--- src/rtl/ctrl_pipe.sv ---
// RV32I control-word decoder with ID->EX->WB control pipeline, load-use stall
// and branch/jump redirect generation.
module ctrl_pipe #(
  parameter bit          HAZARD_EN = 1'b1,
  parameter logic [15:0] BUBBLE    = 16'h0000
) (
  input  logic        clk,
  input  logic        rst,
  input  logic [31:0] inst_id,
  input  logic        stall_ext,
  input  logic        br_taken,
  output logic [15:0] hex_ex,
  output logic [4:0]  rd_ex,
  output logic [15:0] hex_wb,
  output logic [4:0]  rd_wb,
  output logic        stall_id,
  output logic        redirect,
  output logic        illegal_id
);

  localparam logic [6:0] OPC_LUI    = 7'b0110111;
  localparam logic [6:0] OPC_AUIPC  = 7'b0010111;
  localparam logic [6:0] OPC_JAL    = 7'b1101111;
  localparam logic [6:0] OPC_JALR   = 7'b1100111;
  localparam logic [6:0] OPC_BRANCH = 7'b1100011;
  localparam logic [6:0] OPC_LOAD   = 7'b0000011;
  localparam logic [6:0] OPC_STORE  = 7'b0100011;
  localparam logic [6:0] OPC_OPIMM  = 7'b0010011;
  localparam logic [6:0] OPC_OP     = 7'b0110011;

  localparam logic [2:0] IMM_I = 3'd0;
  localparam logic [2:0] IMM_S = 3'd1;
  localparam logic [2:0] IMM_B = 3'd2;
  localparam logic [2:0] IMM_U = 3'd3;
  localparam logic [2:0] IMM_J = 3'd4;

  localparam logic [3:0] ALU_ADD   = 4'd0;
  localparam logic [3:0] ALU_SUB   = 4'd1;
  localparam logic [3:0] ALU_SLL   = 4'd2;
  localparam logic [3:0] ALU_SLT   = 4'd3;
  localparam logic [3:0] ALU_SLTU  = 4'd4;
  localparam logic [3:0] ALU_XOR   = 4'd5;
  localparam logic [3:0] ALU_SRL   = 4'd6;
  localparam logic [3:0] ALU_SRA   = 4'd7;
  localparam logic [3:0] ALU_OR    = 4'd8;
  localparam logic [3:0] ALU_AND   = 4'd9;
  localparam logic [3:0] ALU_PASSB = 4'd10;

  localparam logic [1:0] WB_MEM = 2'd0;
  localparam logic [1:0] WB_ALU = 2'd1;
  localparam logic [1:0] WB_PC4 = 2'd2;

  localparam logic [1:0] PC_PLUS4 = 2'd0;
  localparam logic [1:0] PC_ALU   = 2'd1;
  localparam logic [1:0] PC_BR    = 2'd2;

  // Packs fields into {PCSel, WBSel, MemRW, ALUSel, BSel, ASel, BrLUn, ImmSel, RegWEn}.
  function automatic logic [15:0] mk_word(
    input logic       regw,
    input logic [2:0] imm,
    input logic       brlun,
    input logic       asel,
    input logic       bsel,
    input logic [3:0] alu,
    input logic       memrw,
    input logic [1:0] wb,
    input logic [1:0] pc
  );
    return {pc, wb, memrw, alu, bsel, asel, brlun, imm, regw};
  endfunction

  // funct7[5] selects SUB only for register-register ops; SRA/SRAI use it in both.
  function automatic logic [3:0] alu_sel(
    input logic [2:0] f3,
    input logic       alt,
    input logic       is_op
  );
    case (f3)
      3'd0:    return (is_op && alt) ? ALU_SUB : ALU_ADD;
      3'd1:    return ALU_SLL;
      3'd2:    return ALU_SLT;
      3'd3:    return ALU_SLTU;
      3'd4:    return ALU_XOR;
      3'd5:    return alt ? ALU_SRA : ALU_SRL;
      3'd6:    return ALU_OR;
      default: return ALU_AND;
    endcase
  endfunction

  logic [6:0]  opcode;
  logic [2:0]  funct3;
  logic        alt;
  logic [4:0]  rs1;
  logic [4:0]  rs2;
  logic [4:0]  rd;
  logic        unused_inst;
  logic [15:0] dec_word;
  logic        dec_illegal;
  logic        use_rs1;
  logic        use_rs2;
  logic        load_ex;
  logic        hazard;

  assign opcode      = inst_id[6:0];
  assign rd          = inst_id[11:7];
  assign funct3      = inst_id[14:12];
  assign rs1         = inst_id[19:15];
  assign rs2         = inst_id[24:20];
  assign alt         = inst_id[30];
  assign unused_inst = ^{inst_id[31], inst_id[29:25]};

  // NOTE: every output of this block gets a default first, so no path can infer a latch.
  always_comb begin
    dec_word    = BUBBLE;
    dec_illegal = 1'b0;
    use_rs1     = 1'b0;
    use_rs2     = 1'b0;
    case (opcode)
      OPC_LUI:    dec_word = mk_word(1'b1, IMM_U, 1'b0, 1'b0, 1'b1, ALU_PASSB, 1'b0, WB_ALU, PC_PLUS4);
      OPC_AUIPC:  dec_word = mk_word(1'b1, IMM_U, 1'b0, 1'b1, 1'b1, ALU_ADD, 1'b0, WB_ALU, PC_PLUS4);
      OPC_JAL:    dec_word = mk_word(1'b1, IMM_J, 1'b0, 1'b1, 1'b1, ALU_ADD, 1'b0, WB_PC4, PC_ALU);
      OPC_JALR: begin
        dec_word = mk_word(1'b1, IMM_I, 1'b0, 1'b0, 1'b1, ALU_ADD, 1'b0, WB_PC4, PC_ALU);
        use_rs1  = 1'b1;
      end
      OPC_BRANCH: begin
        dec_word = mk_word(1'b0, IMM_B, funct3[2] & funct3[1], 1'b1, 1'b1, ALU_ADD, 1'b0,
                           WB_MEM, PC_BR);
        use_rs1  = 1'b1;
        use_rs2  = 1'b1;
      end
      OPC_LOAD: begin
        dec_word = mk_word(1'b1, IMM_I, funct3[2], 1'b0, 1'b1, ALU_ADD, 1'b0, WB_MEM, PC_PLUS4);
        use_rs1  = 1'b1;
      end
      OPC_STORE: begin
        dec_word = mk_word(1'b0, IMM_S, 1'b0, 1'b0, 1'b1, ALU_ADD, 1'b1, WB_MEM, PC_PLUS4);
        use_rs1  = 1'b1;
        use_rs2  = 1'b1;
      end
      OPC_OPIMM: begin
        dec_word = mk_word(1'b1, IMM_I, 1'b0, 1'b0, 1'b1, alu_sel(funct3, alt, 1'b0), 1'b0,
                           WB_ALU, PC_PLUS4);
        use_rs1  = 1'b1;
      end
      OPC_OP: begin
        dec_word = mk_word(1'b1, IMM_I, 1'b0, 1'b0, 1'b0, alu_sel(funct3, alt, 1'b1), 1'b0,
                           WB_ALU, PC_PLUS4);
        use_rs1  = 1'b1;
        use_rs2  = 1'b1;
      end
      default:    dec_illegal = 1'b1;
    endcase
  end

  assign illegal_id = dec_illegal;
  assign redirect   = (hex_ex[15:14] == PC_ALU) | ((hex_ex[15:14] == PC_BR) & br_taken);

  // A load is the only writer whose result is not ready at the end of EX.
  assign load_ex = hex_ex[0] & (hex_ex[13:12] == WB_MEM);
  assign hazard  = HAZARD_EN && load_ex && (rd_ex != 5'd0) &&
                   ((use_rs1 && (rs1 == rd_ex)) || (use_rs2 && (rs2 == rd_ex)));
  assign stall_id = hazard & ~redirect;

  // NOTE: pipeline state uses non-blocking assignments so both stages sample pre-edge values.
  always_ff @(posedge clk or posedge rst) begin
    if (rst) begin
      hex_ex <= BUBBLE;
      rd_ex  <= 5'd0;
      hex_wb <= BUBBLE;
      rd_wb  <= 5'd0;
    end else if (!stall_ext) begin
      if (redirect || stall_id || dec_illegal) begin
        hex_ex <= BUBBLE;
        rd_ex  <= 5'd0;
      end else begin
        hex_ex <= dec_word;
        rd_ex  <= rd;
      end
      hex_wb <= hex_ex;
      rd_wb  <= rd_ex;
    end
  end

endmodule
--- config.mk ---
export PLATFORM = sky130hd
export DESIGN_NAME = ctrl_pipe
export DESIGN_NICKNAME = d
export VERILOG_FILES = /design/src/rtl/ctrl_pipe.sv
export SDC_FILE = /design/constraint.sdc
export NUM_CORES = 1
export LEC_CHECK = 0
export BUFFER_PORTS_ARGS = -buffer_cell sky130_fd_sc_hd__buf_2
export CORE_UTILIZATION = 50
export CTS_BUF_LIST = sky130_fd_sc_hd__clkbuf_4
export CTS_CLUSTER_DIAMETER = 30
export DETAILED_ROUTE_END_ITERATION = 8
export PLACE_DENSITY = 0.83
export SLEW_MARGIN = 5
export SYNTH_ARGS = -nofsm -noshare
export SYNTH_HDL_FRONTEND = slang
export SYNTH_SLANG_ARGS = --single-unit
--- constraint.sdc ---
create_clock -name clk -period 2.3 [get_ports clk]
set_input_delay 0.345 -clock clk [delete_from_list [all_inputs] [get_ports clk]]
set_output_delay 0.345 -clock clk [all_outputs]
set_load 0.01 [all_outputs]
==> out/results.txt <==
The flow ran to the end, and the final reports show no timing, DRC or antenna violations. The number of CTS-inserted buffers was 5; the clock network latency to the later pin of the worst-skew pair was 0.34 ns. 81 I/O pins were placed. Number of global-route vias before repair: 1485. The synthesis-stage register bit count was 40; the post-synthesis cell count was 167. Wires add up to 4.53 mm. For this design, the CTS-stage hold fixing added 0 buffers. The pre-antenna-repair detailed-routing pass consisted of 4 iterations.

The run gives 0 as the number of max-slew violations in the final report. The total of buffers placed on input and output ports was 74; the initial core utilization was 0.529. The clock drives 40 sinks.

For this run, the number of standard cells in the final layout without fillers is 300. The detail route stage leaves a number of antenna-violating nets equal to 0. The cell area after technology mapping is 1980 µm², and the number of antenna repair diodes is 0.

TritonCTS built the clock tree. The tools report the highest achievable clock rate as 439 MHz. For this run the aggregate overflow at the end of global routing stands at 0. The floorplan step defined a core boundary enclosing 3740 µm². The die covers 4220 µm². The number of violations of the max-capacitance limit came out at 0. For the critical path required time, the log shows 1.96 ns. In this run the static leakage power is 1.39 nW. Counting the fill cells in the layout gives 312. The yosys synthesis warning count is 0.

Counting every net in the synthesized netlist gives 203. The logs give 0.234 for the total routing resource utilization after global routing and 0.805 for the routability congestion estimate. From bottom edge to top edge, the die measures 65.0 µm.

Along the worst path, the maximum fanout reaches 5. The tools report the hold violation count in the final report as 0. The smallest clock period supported by the final layout is computed as 2.28 ns. The placed standard-cell area came out at 2420 µm².

The number of nets in the final layout is 287, and the clock transition at the registers of the reported paths is 0.11 ns. The worst hold-check path type is input pin to asynchronous set/reset pin. The share of final-layout standard cells stronger than drive strength 1 works out to 0.544.

The area of all sequential standard cells is 1000 µm², and the layout overhead on the synthesized area is 28.3%. For the unique cell type count in the Yosys netlist, the log shows 40. The multi-input combinational cells in the finished layout cover a total of 935 µm².

For the worst setup path, the data arrival time is 1.93 ns. The detailed-route vias per instance is 5.42, and the die extent in x is 65.0 µm. STA classifies the critical path endpoint as an output port. The number of antenna violations at the first check in global routing was 0; the level count of the clock H-tree was 2. The number of setup violations in the final report is 0. Detailed placement finished with a half-perimeter wire length of 3.31 mm. The total number of vias is 1626.

The share of the clock period used by the worst path after layout was 0.990; the cell area after layout was 2540 µm². After detailed routing, the number of remaining DRC violations is 0. The routed wirelength normalized by instance count works out to 15.1 µm.

The sequential area share after synthesis came out at 0.505. The launching element type of the critical path is a flip-flop. The mean post-synth cell area came out at 11.9 µm².

Worst-case clock skew: 0.00784 ns. In this run, placement finished with an instance count of 287. Entering global routing, the biggest net connects 41 pins. Row count: 22.

The measured slew at the worst slew-check pin was 0.464 ns. Power spread over the standard cell area amounts to 489 nW/µm². Kind of critical path: flip-flop to output port. The master cell of the clock root buffer was sky130_fd_sc_hd__clkbuf_4.

IR analysis of the VDD net gives a maximum drop of 0.368 mV. In this run, the number of DRC markers left after iteration 0 of detailed routing was 95. No sink is reached through more buffers than the 2 on the longest clock path. The worst slew margin relative to its limit is 0.691.

Setup repair after global routing could not meet its margin everywhere. The run gives 7.30 mm as the global-route wire length before repair.
metrics by stage:
step           utilization  hold slack (ns)  power (W)    TNS, ns  worst slack [ns]
6_report             0.679           0.0162    0.00124          0            0.0226
5_1_grt              0.679           0.0519    0.00130     -0.113            -0.113
4_1_cts              0.672           0.0290    0.00125  -0.000663         -0.000663
3_5_place_dp         0.647            0.404   0.000896          0             0.159
3_3_place_gp         0.647            0.400   0.000891          0             0.212
2_1_floorplan            -            0.474   0.000827          0             0.338
worst paths after layout:
check	slack [ns]	cells past startpoint	startpoint	end
worst max-delay path	0.02	6	rd_ex[2]	stall_id
min in group clk	0.21	2	inst_id[9]	rd_ex[2]
max in group asynchronous	2.04	3	rst	hex_ex[0]
worst min register to register	0.51	1	rd_wb[0]	rd_wb[0]
worst min-delay path	0.02	3	rst	hex_ex[11]
worst max register to register	0.24	7	rd_ex[2]	hex_ex[7]
what timing repair did:
item / 4_1_cts / 5_1_grt
hold endpoints to repair: 0 / 0
setup endpoints to repair: 1 / 1
resized for setup: 4 / 2
buffers inserted: 3 / 2
pin swaps: 3 / 4
synthesized netlist by cell type:
cell | n | area share
sky130_fd_sc_hd__clkbuf_1 | 4 | 0.0076
sky130_fd_sc_hd__nor3_4 | 1 | 0.0082
sky130_fd_sc_hd__and3b_1 | 2 | 0.0088
sky130_fd_sc_hd__mux2i_1 | 1 | 0.0051
sky130_fd_sc_hd__nand2_1 | 9 | 0.017
sky130_fd_sc_hd__o21ai_0 | 3 | 0.0076
sky130_fd_sc_hd__mux2_2 | 20 | 0.11
sky130_fd_sc_hd__inv_1 | 2 | 0.0038
sky130_fd_sc_hd__or2_2 | 1 | 0.0032
sky130_fd_sc_hd__and3_1 | 1 | 0.0032
sky130_fd_sc_hd__or3_1 | 2 | 0.0063
sky130_fd_sc_hd__a22o_2 | 11 | 0.056
sky130_fd_sc_hd__and4b_1 | 1 | 0.0051
sky130_fd_sc_hd__nor3_1 | 3 | 0.0076
sky130_fd_sc_hd__nor2_1 | 8 | 0.015
sky130_fd_sc_hd__or4_1 | 1 | 0.0038
sky130_fd_sc_hd__o211ai_1 | 1 | 0.0038
sky130_fd_sc_hd__o21ai_1 | 1 | 0.0025
sky130_fd_sc_hd__nor2b_1 | 4 | 0.013
sky130_fd_sc_hd__nor4b_1 | 1 | 0.0044
sky130_fd_sc_hd__buf_2 | 3 | 0.0076
sky130_fd_sc_hd__and2_1 | 2 | 0.0063
sky130_fd_sc_hd__dfrtp_1 | 40 | 0.51
sky130_fd_sc_hd__xnor2_1 | 10 | 0.044
sky130_fd_sc_hd__a32o_1 | 7 | 0.035
sky130_fd_sc_hd__xor2_1 | 1 | 0.0044
sky130_fd_sc_hd__and4bb_2 | 1 | 0.0063
sky130_fd_sc_hd__nor3b_1 | 1 | 0.0038
sky130_fd_sc_hd__buf_4 | 2 | 0.0076
sky130_fd_sc_hd__nand4_1 | 2 | 0.0063
sky130_fd_sc_hd__a21oi_1 | 1 | 0.0025
sky130_fd_sc_hd__buf_6 | 1 | 0.0057
sky130_fd_sc_hd__nand2b_1 | 4 | 0.013
sky130_fd_sc_hd__o22a_1 | 1 | 0.0044
sky130_fd_sc_hd__o31a_1 | 1 | 0.0044
sky130_fd_sc_hd__buf_1 | 2 | 0.0038
sky130_fd_sc_hd__a22o_1 | 4 | 0.018
sky130_fd_sc_hd__nor4_2 | 2 | 0.013
sky130_fd_sc_hd__nand3_1 | 4 | 0.010
sky130_fd_sc_hd__o221ai_1 | 1 | 0.0044
per-layer routing:
metal | GRT usage | share of wire | up-vias
met2 | 0.370 | 0.50 | 51
met5 | 0 | 0 | -
met4 | 0.0889 | 0.013 | 0
li1 | - | - | 780
met1 | 0.320 | 0.45 | 787
met3 | 0.0405 | 0.044 | 8
state kept, by name, indices dropped and copies added, names as in the netlist:
name    cells
hex_wb     15
rd_wb       5
rd_ex       5
hex_ex     15
cells in the final DEF, fill, tap and decap left out, types with 2 or more instances in the layout:
cell type,instances
sky130_fd_sc_hd__a32o_1,7
sky130_fd_sc_hd__mux2_2,20
sky130_fd_sc_hd__a22o_1,4
sky130_fd_sc_hd__nand3_1,4
sky130_fd_sc_hd__dfrtp_1,39
sky130_fd_sc_hd__nor2b_1,4
sky130_fd_sc_hd__a22o_2,11
sky130_fd_sc_hd__buf_4,15
sky130_fd_sc_hd__inv_1,2
sky130_fd_sc_hd__xnor2_1,10
sky130_fd_sc_hd__o21ai_0,3
sky130_fd_sc_hd__nand2b_1,4
sky130_fd_sc_hd__nand2_1,9
sky130_fd_sc_hd__buf_2,74
sky130_fd_sc_hd__and3b_1,2
sky130_fd_sc_hd__clkbuf_4,7
sky130_fd_sc_hd__and2_1,2
sky130_fd_sc_hd__nor2_1,7
sky130_fd_sc_hd__nand4_1,2
sky130_fd_sc_hd__nor3_1,2
logic make-up (layout without fill, tap and decap cells):
family / count (synthesis) / in the layout / share of synthesized area
and+or+nand+nor: 50 / 50 / 0.153
buffers and inverters: 14 / 99 / 0.0360
xor gates and xnor gates: 11 / 11 / 0.0486
AOI/OAI and AO/OA: 31 / 31 / 0.138
DFF: 40 / 40 / 0.505
muxes: 21 / 21 / 0.119
area by class of cell:
cell class              instances  area share
inverters                       2     0.00295
multi-input cells             113       0.367
repair buffers                 89       0.190
clock inverters                 1     0.00148
clock buffers                   7      0.0207
well taps                      48      0.0236
flip-flops and latches         40       0.394
where the power goes:
group | total (W) | switching [W] | leakage [nW] | internal, W
registers | 0.000720 | 0.00000765 | 0.555 | 0.000713
logic | 0.000165 | 0.0000901 | 0.802 | 0.0000750
clock network | 0.000358 | 0.000217 | 0.0338 | 0.000141
worst max-delay path, cell delays in order, from the launching register on:
cell	delay, ns
sky130_fd_sc_hd__dfrtp_2	0.45
sky130_fd_sc_hd__or4_4	0.50
sky130_fd_sc_hd__o21ai_1	0.21
sky130_fd_sc_hd__nor4_4	0.08
sky130_fd_sc_hd__nor2_2	0.17
sky130_fd_sc_hd__nor2_1	0.05
sky130_fd_sc_hd__buf_2	0.13
(Power assumes the default switching activity.)
